$ cat src/rtl/vga_timing_gen.sv
// VGA raster timing generator.
// Free-running horizontal/vertical counters produce raw active/sync flags.
// The flags pass through a PIPE-deep delay line so they line up with pixel
// data returned by a pixel source of the same latency. A final output
// register then drives the syncs, blank_n and the masked colour channels.
// Every piece of state advances only when en=1.
// H_TOTAL and V_TOTAL must not exceed 1024. PIPE must be in 0..4.

module vga_timing_gen #(
  parameter int   H_ACTIVE = 640,
  parameter int   H_FP     = 16,
  parameter int   H_SYNC   = 96,
  parameter int   H_BP     = 48,
  parameter int   V_ACTIVE = 480,
  parameter int   V_FP     = 10,
  parameter int   V_SYNC   = 2,
  parameter int   V_BP     = 33,
  parameter logic HS_POL   = 1'b0,
  parameter logic VS_POL   = 1'b0,
  parameter int   COLOR_W  = 8,
  parameter int   PIPE     = 1
) (
  input  logic               vga_clk,
  input  logic               rst_n,
  input  logic               en,
  input  logic [COLOR_W-1:0] in_pixel_r,
  input  logic [COLOR_W-1:0] in_pixel_g,
  input  logic [COLOR_W-1:0] in_pixel_b,
  output logic [9:0]         hcount,
  output logic [9:0]         vcount,
  output logic               frame_start,
  output logic [15:0]        frame_count,
  output logic               hsync,
  output logic               vsync,
  output logic               blank_n,
  output logic [COLOR_W-1:0] VGA_R,
  output logic [COLOR_W-1:0] VGA_G,
  output logic [COLOR_W-1:0] VGA_B
);

  localparam int H_TOTAL = H_ACTIVE + H_FP + H_SYNC + H_BP;
  localparam int V_TOTAL = V_ACTIVE + V_FP + V_SYNC + V_BP;

  // Boundaries are 11 bits wide so a limit of exactly 1024 still compares
  // correctly against the 10-bit counters.
  localparam logic [9:0]  H_LAST     = 10'(H_TOTAL - 1);
  localparam logic [9:0]  V_LAST     = 10'(V_TOTAL - 1);
  localparam logic [10:0] H_ACT_END  = 11'(H_ACTIVE);
  localparam logic [10:0] H_SYNC_BEG = 11'(H_ACTIVE + H_FP);
  localparam logic [10:0] H_SYNC_END = 11'(H_ACTIVE + H_FP + H_SYNC);
  localparam logic [10:0] V_ACT_END  = 11'(V_ACTIVE);
  localparam logic [10:0] V_SYNC_BEG = 11'(V_ACTIVE + V_FP);
  localparam logic [10:0] V_SYNC_END = 11'(V_ACTIVE + V_FP + V_SYNC);

  logic [9:0]  r_hcount;
  logic [9:0]  r_vcount;
  logic [15:0] r_frame_count;

  logic        w_h_wrap;
  logic        w_v_wrap;
  logic [10:0] w_h_ext;
  logic [10:0] w_v_ext;

  // Raw flags, packed as {active, hsync_asserted, vsync_asserted}.
  // Syncs stay in asserted-true form until the output register applies
  // the polarity, so the delay line resets to all-zero for "inactive".
  logic [2:0]  w_raw;
  logic [2:0]  w_dly;

  logic               r_hsync;
  logic               r_vsync;
  logic               r_blank_n;
  logic [COLOR_W-1:0] r_vga_r;
  logic [COLOR_W-1:0] r_vga_g;
  logic [COLOR_W-1:0] r_vga_b;

  assign w_h_wrap = (r_hcount == H_LAST);
  assign w_v_wrap = (r_vcount == V_LAST);
  assign w_h_ext  = {1'b0, r_hcount};
  assign w_v_ext  = {1'b0, r_vcount};

  assign w_raw[2] = (w_h_ext < H_ACT_END) && (w_v_ext < V_ACT_END);
  assign w_raw[1] = (w_h_ext >= H_SYNC_BEG) && (w_h_ext < H_SYNC_END);
  // Derived from vcount alone, so it can only change on the hcount wrap.
  assign w_raw[0] = (w_v_ext >= V_SYNC_BEG) && (w_v_ext < V_SYNC_END);

  // Raster counters: hcount every enabled cycle, vcount and frame_count on wraps.
  always_ff @(posedge vga_clk or negedge rst_n) begin
    if (!rst_n) begin
      r_hcount      <= '0;
      r_vcount      <= '0;
      r_frame_count <= '0;
    end else if (en) begin
      // NOTE: non-blocking assignments keep every flop sampling pre-edge
      // values, so the nested wrap tests below see the old counts.
      if (w_h_wrap) begin
        r_hcount <= '0;
        if (w_v_wrap) begin
          r_vcount      <= '0;
          r_frame_count <= r_frame_count + 16'd1;
        end else begin
          r_vcount <= r_vcount + 10'd1;
        end
      end else begin
        r_hcount <= r_hcount + 10'd1;
      end
    end
  end

  generate
    if (PIPE == 0) begin : g_no_dly
      assign w_dly = w_raw;
    end else begin : g_dly
      logic [2:0] r_dly [PIPE];

      // Delay line matching the pixel-source latency; shifts only when enabled.
      always_ff @(posedge vga_clk or negedge rst_n) begin
        if (!rst_n) begin
          // NOTE: this small shift register is reset on purpose: the first
          // PIPE enabled cycles after reset must shift out inactive flags,
          // not stale syncs or a visible pixel from the aborted frame.
          for (int i = 0; i < PIPE; i++) begin
            r_dly[i] <= '0;
          end
        end else if (en) begin
          r_dly[0] <= w_raw;
          for (int i = 1; i < PIPE; i++) begin
            r_dly[i] <= r_dly[i-1];
          end
        end
      end

      assign w_dly = r_dly[PIPE-1];
    end
  endgenerate

  // Output register: applies sync polarity and blanks colour outside the active area.
  always_ff @(posedge vga_clk or negedge rst_n) begin
    if (!rst_n) begin
      r_hsync   <= ~HS_POL;
      r_vsync   <= ~VS_POL;
      r_blank_n <= 1'b0;
      r_vga_r   <= '0;
      r_vga_g   <= '0;
      r_vga_b   <= '0;
    end else if (en) begin
      r_hsync   <= w_dly[1] ? HS_POL : ~HS_POL;
      r_vsync   <= w_dly[0] ? VS_POL : ~VS_POL;
      r_blank_n <= w_dly[2];
      r_vga_r   <= w_dly[2] ? in_pixel_r : '0;
      r_vga_g   <= w_dly[2] ? in_pixel_g : '0;
      r_vga_b   <= w_dly[2] ? in_pixel_b : '0;
    end
  end

  assign hcount      = r_hcount;
  assign vcount      = r_vcount;
  assign frame_count = r_frame_count;
  assign frame_start = en && (r_hcount == '0) && (r_vcount == '0);
  assign hsync       = r_hsync;
  assign vsync       = r_vsync;
  assign blank_n     = r_blank_n;
  assign VGA_R       = r_vga_r;
  assign VGA_G       = r_vga_g;
  assign VGA_B       = r_vga_b;

endmodule

$ cat config.mk
export PLATFORM = sky130hd
export DESIGN_NAME = vga_timing_gen
export DESIGN_NICKNAME = d
export VERILOG_FILES = /design/src/rtl/vga_timing_gen.sv
export SDC_FILE = /design/constraint.sdc
export NUM_CORES = 1
export LEC_CHECK = 0
export ABC_AREA = 1
export BUFFER_PORTS_ARGS = -buffer_cell sky130_fd_sc_hd__buf_2
export CAP_MARGIN = 20
export CORE_MARGIN = 2
export CORE_UTILIZATION = 50
export DETAILED_ROUTE_END_ITERATION = 16
export PLACE_DENSITY = 0.74
export RECOVER_POWER = 50
export SLEW_MARGIN = 20
export SYNTH_ARGS = -nofsm -noshare
export SYNTH_HDL_FRONTEND = slang
export SYNTH_SLANG_ARGS = --single-unit
$ cat constraint.sdc
create_clock -name vga_clk -period 1.8 [get_ports vga_clk]
set_input_delay 0.27 -clock vga_clk [delete_from_list [all_inputs] [get_ports vga_clk]]
set_output_delay 0.27 -clock vga_clk [all_outputs]
set_load 0.01 [all_outputs]
Word-level counts from Yosys, hierarchy flattened:

Index checks and enable logic that the tools add are counted.

* magnitude comparators: 6
* eq/ne operators: 2
* add/subtract/negate cells: 3
* muxes and demuxes: 7
* reductions and logical operators: 9

Operators by type and width (count)
* $mux W8: 3
* $add A10 B1 Y10 const B: 2
* $eq A10 B10 Y1 const B: 2
* $logic_not A10 Y1: 2
* $lt A10 B10 Y1 const B: 2
* $lt A10 B9 Y1 const B: 2
* $mux W10: 2
* $add A16 B1 Y16 const B: 1
* $ge A10 B10 Y1 const B: 1
* $ge A10 B9 Y1 const B: 1
* $logic_and A1 B1 Y1: 5
* $reduce_and A3 Y1: 1
* $mux W1: 2
* $reduce_and A2 Y1: 1

* output and inout port bits: 64
* input bits: 27
* flip-flop bits (word level): 66
* logic and storage cells: 37

Logic depth before layout (Yosys ltp):

Gate-level depths: netlist of run 1.

* word-level depth: 3
* depth in mapped cells: 10
* gate-level depth less buffers: 9

Worst setup path before layout of run 1:

No wires, ideal clock.

* path kind: reg-to-reg
* start: reg r_vcount[0], in the netlist vcount[0]
* end: reg r_frame_count[5], in the netlist frame_count[5]
* path buffers: 1
* setup time: 117 ps
* arrival time: 1411 ps
* clock period less this slack: 1528 ps
* cell stages (with the launch flop): 11
* slack: 272 ps
* path through: dfrtp_1 inv_1 ha_1 inv_1 nor2_2 nand3_4 nor2_8 inv_4 buf_6 nand2_1 nand2_1

* word-level cells in the longest chain between the ends: 2

Ends and longest elaborated chain
* from (decl): RTL line 56 `logic [9:0] r_vcount;`
* from (signal assigned): RTL line 102 `r_vcount <= r_vcount + 10'd1;`
* $eq A10 B10 Y1: RTL line 78 `assign w_v_wrap = (r_vcount == V_LAST);`
* $reduce_and A3 Y1 (no source line)
* to (signal assigned): RTL line 100 `r_frame_count <= r_frame_count + 16'd1;`
* to (decl): RTL line 57 `logic [15:0] r_frame_count;`

Every way passes these cells.
A chain may end at the register's enable or synchronous reset.

Worst setup path in the final report of run 1:

* start: reg r_vcount[0], in the netlist vcount[0]
* end: out frame_start

* word-level cells in the longest chain between the ends: 2

Ends and longest elaborated chain
* $logic_not A10 Y1: RTL line 159 `assign frame_start = en && (r_hcount == '0) && (r_vcount == '0);`
* $logic_and A1 B1 Y1: RTL line 159
* to (decl): RTL line 31 `output logic frame_start,`

Every way passes these cells.

==> reports/qor.yml, run 1 <==
path_max_fanout: 2
antenna_found_initial: 0
antenna_cells: 0
synth_area_per_cell_um2: 7.70
slew_viol_final: 0
fin_crit_sh_pct: 96.9
rr_worst_depth: 13
route.detailed.drc: 0
synthAdderAreaFrac_pct: 1.82
cts_tree: "yes"
synth_cells: 447
outcome: "completed"
holdWs_ns: 0.162
grt_overflow: 0
viasPerCell: 5.12
r2r-start: "vcount[0]"
path_class: "reg -> out"
clockBufferDepth: 2
start_util_pct: 51.2
vdd_drop_max_mv: 0.574
r2r_setup_slack_ns: 0.09
nets: 592
cts_sinks: 66
crit_required_ns: 1.53
synthSimpleGateAreaFrac_pct: 38.0
gp_congestion: 0.871
synth-edff-count: 0
drt_iter0_drc: 234
ys_types: 28
fin_area_um2: 4270
clk_latency_ns: 0.33
synth_seq_area_share_pct: 48.1
grt_pass1_vias: 3138
drt_wl_total_mm: 8.57
skew_ns: 0.00689
cts_buffers: 9
worst_slew_pin_slew_ns: 0.912
clock-root-buffer: "clkbuf_8"
grt_pass1_wl_mm: 14.3
dpl_cell_area_um2: 3980
grt_busiest_layer: "met2"
rsz0062_at_grt: "yes"
wl_per_cell_um: 13.3
min-delay-start: "in_pixel_r[0]"
die_area_um2: 7560
drv_cap: 0
synth-main-ff-cell: "dfrtp_1"
area_delta_synth_final_pct: 24.1
grt_max_degree: 67
synth_compound_area_share_pct: 2.25
ant_nets: 0
synthMuxAreaShare_pct: 0
fmax_mhz: 573
arrival_ns: 1.47
min_period_ns: 1.74
netlist_area_um2: 3440
die_x_um: 87.0
grt_use_total_pct: 23.7
place_hpwl_mm: 5.69
fp.dieH_um: 87.0
hold_path.class: "in -> reg"
slew_headroom_pct: 39.2
coreArea_um2: 6720
async_flop_share_pct: 100
met2_usage_pct: 37.7
r2r-end: "frame_count[15]"
dr_total_vias: 3300
finalSetupViolCount: 0
dr.pass1.iters: 4
synth_top_family_by_area: "simple AND/OR/NAND/NOR gates"
h-tree-depth: 3
cts.clk_slew.worst_paths_ns: 0.08
setup_tns_ns: 0
synthXorXnorAreaFrac_pct: 3.31
yosysWarnings: 0
num_io_pins: 91
met3_usage_pct: 5.78
syn_nets: 479
final_layout_size_suffix_gt1_share_pct: 23.2
p_per_area_nw_per_um2: 968
p_leak_nw: 2.25
use_met1_pct: 32.2
hold_depth: 3
critPathCaptureType: "primary output"
finalHoldViolations: 0
ys_ff_latch: 66
port_buffers: 90
rows: 30
cp-start-kind: "flip-flop"
min_to: "VGA_R[0]"
[cells in the mapped netlist, types with 3 or more instances]
library cell | instances | share of area, %
nand2_1 | 173 | 19
dfrtp_1 | 64 | 47
nand3_1 | 57 | 8.3
nor2_1 | 37 | 4.0
inv_1 | 30 | 3.3
o21ai_0 | 13 | 1.9
xor2_1 | 11 | 2.8
nand4_1 | 10 | 1.8
nor3_1 | 10 | 1.5
clkbuf_1 | 9 | 0.98
ha_1 | 5 | 1.8
inv_2 | 4 | 0.44
buf_6 | 3 | 0.98
nor2_2 | 3 | 0.55
[worst max-delay path by stage]
stage | startpoint | to | slack [ns] | depth (start not counted)
6_report | vcount[0] | frame_start | 0.06 | 7
4_1_cts | hcount[1] | frame_start | -0.01 | 7
2_1_floorplan | vcount[0] | frame_count[5] | 0.27 | 10
3_5_place_dp | vcount[0] | frame_start | 0.21 | 7
3_3_place_gp | vcount[0] | frame_start | 0.23 | 7
5_1_grt | hcount[0] | frame_start | -0.06 | 7
[timing repair]
action | CTS | global route
cloned | 0 | 0
resized for setup | 7 | 7
hold endpoints to repair | 64 | 0
endpoints found under the setup margin | 1 | 3
pin swaps | 3 | 3
buffers inserted | 11 | 6
hold buffers | 1 | 0
[report_power, final]
| group | internal, mW | switching, mW |
|---|---|---|
| clock | 0.494 | 0.592 |
| combinational | 0.395 | 0.654 |
| sequential | 1.73 | 0.268 |
| total | 2.62 | 1.51 |
[cell usage in the layout (no fill, tap or decap)]
| cell | n |
|---|---|
| clkinv_2 | 3 |
| nor3_1 | 8 |
| clkbuf_1 | 28 |
| dfrtp_1 | 63 |
| inv_4 | 1 |
| nor2_4 | 4 |
| inv_1 | 25 |
| dlygate4sd3_1 | 1 |
| nand3_1 | 56 |
| clkinv_1 | 1 |
| nor3_2 | 2 |
| nor2_1 | 36 |
| nor2_8 | 1 |
| nand3_4 | 2 |
| nor2_2 | 2 |
| nand2_1 | 173 |
| buf_4 | 21 |
| or2_2 | 1 |
| inv_2 | 9 |
| ha_1 | 4 |
| nand4_1 | 10 |
| xor2_1 | 11 |
| clkinvlp_4 | 3 |
| dfrtp_2 | 1 |
| buf_2 | 65 |
| nand3_2 | 2 |
| a21oi_1 | 1 |
| o21ai_0 | 13 |
| clkbuf_8 | 9 |
| xnor2_1 | 2 |
| nor3b_1 | 1 |
| dfstp_2 | 2 |
| clkinv_4 | 1 |
| clkbuf_4 | 1 |
| ha_4 | 1 |
| o31ai_1 | 1 |
[flip-flops by register name, indices dropped and copies added (netlist names)]
signal and flops:
vsync 1, g_dly.r_dly 3, VGA_G 8, frame_count 16
VGA_B 8, hcount 10, hsync 1, blank_n 1
vcount 10, VGA_R 8
[through the flow]
| stage | setup slack (ns) | instances | power (mW) | util [%] |
|---|---|---|---|---|
| floorplan | 0.272 | 447 | 2.59 | - |
| global placement | 0.227 | 611 | 3.02 | 59.2 |
| detailed placement | 0.209 | 611 | 3.06 | 59.2 |
| CTS | -0.0112 | 639 | 4.19 | 63.3 |
| global route | -0.0617 | 645 | 4.41 | 63.5 |
| finish | 0.0561 | 645 | 4.13 | 63.5 |
[per-layer routing]
layer  vias to the layer above  wire length [um]  part of all wire (%)
met5                         -                 0                     0
met4                         0                93                   1.1
met3                        10               547                   6.4
met2                       109              4080                    48
met1                      1537              3840                    45
li1                       1644                 -                     -
[cell families (layout without fill, tap and decap cells)]
group | after synthesis | in the layout
AND/OR/NAND/NOR | 298 | 298
buffers and inverters | 50 | 168
AO/OA/AOI/OAI | 15 | 15
flip-flops | 66 | 66
XOR/XNOR | 13 | 13
adder cells (fa/ha/maj) | 5 | 5
[layout make-up]
type	count	area, um2
multi-input cells	331	1600
well taps	80	100
inverters	36	138
clock buffers	9	124
clock inverters	7	46.3
fillers	607	2450
repair buffers	116	606
flip-flops and latches	66	1660
[critical path, cell delays in order (launching register included)]
cell and delay, ns:
dfrtp_1 0.39, inv_2 0.09, ha_4 0.14, inv_2 0.05
nor2_4 0.10, nand3_2 0.07, nor3_2 0.16, buf_2 0.15
Power figures use the tool's default switching activity.
==> inputs of run 2 (changes only) <==
CELL_PAD_IN_SITES_DETAIL_PLACEMENT = 0   (was default)
CELL_PAD_IN_SITES_GLOBAL_PLACEMENT = 1   (was default)
CORE_UTILIZATION = 38   (was 50)
PLACE_DENSITY = 0.78   (was 0.74)
==> run 2 against run 1 <==
The flow now finishes with violations (setup timing). Total power rose by 11%. Setup slack got worse by 0.082 ns. Largest power group unchanged. Sequential share of layout area fell by 0.86 points. Critical path type unchanged.
==> reports/qor.yml, run 2 (same netlist as run 1, synthesis figures left out) <==
clock-root-buffer: "clkbuf_8"
crit_required_ns: 1.53
clockBufferDepth: 2
cts_buffers: 9
nets: 584
grt_pass1_vias: 3158
p_leak_nw: 2.35
cp-startpoint: "vcount[1]"
finalSetupViolCount: 1
fin_crit_sh_pct: 101
critPathCaptureType: "primary output"
coreArea_um2: 8760
antenna_cells: 0
grt_pass1_wl_mm: 14.8
start_util_pct: 39.3
die_x_um: 99.2
rows: 34
path_class: "reg -> out"
grt_use_total_pct: 18.4
fmax_mhz: 548
worst_slew_pin_slew_ns: 1.13
setup_tns_ns: -0.0257
port_buffers: 90
antenna_found_initial: 0
drt_iter0_drc: 146
die_area_um2: 9830
dr_total_vias: 3258
area_delta_synth_final_pct: 26.8
route.detailed.drc: 0
skew_ns: 0.00866
slew_viol_final: 0
gp_congestion: 0.849
rsz0062_at_grt: "yes"
path_max_fanout: 3
fin_util_pct: 49.8
cts_tree: "yes"
place_hpwl_mm: 6.23
worst_slack_ns: -0.0257
slew_headroom_pct: 24.7
violations: "setup timing"
finalHoldViolations: 0
viasPerCell: 4.90
cp_slowest_stage_delay_ns: 0.40
final_cell_count_no_fill: 665
min-delay-start: "in_pixel_g[1]"
num_io_pins: 91
cts.clk_slew.worst_paths_ns: 0.08
grt_max_degree: 37
placed_cells: 642
grt_overflow: 0
vdd_drop_max_mv: 0.642
cp-start-kind: "flip-flop"
hold_path.class: "in -> reg"
fp.dieH_um: 99.2
final_layout_size_suffix_gt1_share_pct: 25.9
layout_common_cells: "nand2_1 (173), buf_2 (86), dfrtp_1 (64), nand3_1 (56), nor2_1 (36)"
outcome: "complete, but fails checks"
largest_reg_flops: 16
cp_common_cell: "inv_2"
clk_latency_ns: 0.34
cp_cell_sequence: "inv_2 -> ha_1 -> inv_2 -> nor2_4 -> nand3_2 -> nor3_2 -> buf_2"
layout_commonest_cell: "nand2_1"
cts_sinks: 66
h-tree-depth: 3
crit_slowest_cell: "dfrtp_1"
r2r-start: "vcount[1]"
ant_nets: 0
p_per_area_nw_per_um2: 1050
dr.pass1.iters: 6
drt_wl_total_mm: 8.64
wl_per_cell_um: 13.0
min_period_ns: 1.83
arrival_ns: 1.56
drv_cap: 0
[run 2: cell types whose count changed in the layout (fill, tap and decap cells not counted), moves of 3 or more]
cell and change:
clkbuf_1 -24, buf_2 +21, buf_4 -8, clkinv_2 -3, bufinv_16 +3
[run 2: what timing repair did]
| action | in CTS | in global routing |
|---|---|---|
| setup buffers | 3 | 3 |
| setup endpoints to repair | 1 | 2 |
| gates resized for setup | 8 | 2 |
| endpoints found under the hold margin | 16 | 0 |
| pin swaps | 1 | 2 |
| hold buffers | 1 | 0 |
[run 2: area by class of cell]
type | count | area (um2)
clock buffer | 10 | 138
tap | 108 | 135
timing repair buffer | 108 | 597
multi-input combinational | 331 | 1590
fill | 884 | 4400
sequential | 66 | 1650
inverter | 36 | 138
clock inverter | 6 | 114
[run 2: per-layer routing]
| metal | vias to the layer above | part of all wire (%) | global-route usage, % |
|---|---|---|---|
| met5 | - | 0 | 0 |
| met4 | 0 | 0.58 | 5.27 |
| met3 | 6 | 5.4 | 4.22 |
| met2 | 79 | 47 | 29.3 |
| met1 | 1534 | 47 | 25.4 |
| li1 | 1639 | - | - |
[run 2: worst paths after layout]
kind | endpoint | slack, ns | cells past startpoint
min in group asynchronous | vcount[0] | 0.66 | 2
worst min-delay path | VGA_G[1] | 0.14 | 3
worst min register to register | vsync | 0.44 | 1
worst max register to register | frame_count[9] | 0.22 | 9
max in group asynchronous | VGA_G[6] | 0.25 | 3
worst max-delay path | frame_start | -0.03 | 7
[run 2: where the power goes]
group	internal, mW	total, mW	switching (mW)
combinational	0.406	1.08	0.678
clock	0.960	1.57	0.606
sequential	1.73	1.95	0.219
total	3.10	4.60	1.50
[run 2: worst max-delay path: cells and delay by family (launching register included)]
| family | cells | cell delay (ns) |
|---|---|---|
| fa+ha+maj | 1 | 0.15 |
| buf+inv | 3 | 0.29 |
| flops | 1 | 0.40 |
| simple gates | 3 | 0.38 |
[run 2: per-stage QoR]
stage	area (um2)	power (mW)	hold WS, ns	worst slack, ns
after floorplan	3440	2.59	-0.0256	0.272
after global placement	4030	3.04	0.263	0.165
after detailed placement	4030	3.06	0.263	0.147
after CTS	4330	4.66	0.130	-0.0437
after global routing	4360	4.92	0.136	-0.141
final	4360	4.60	0.144	-0.0257
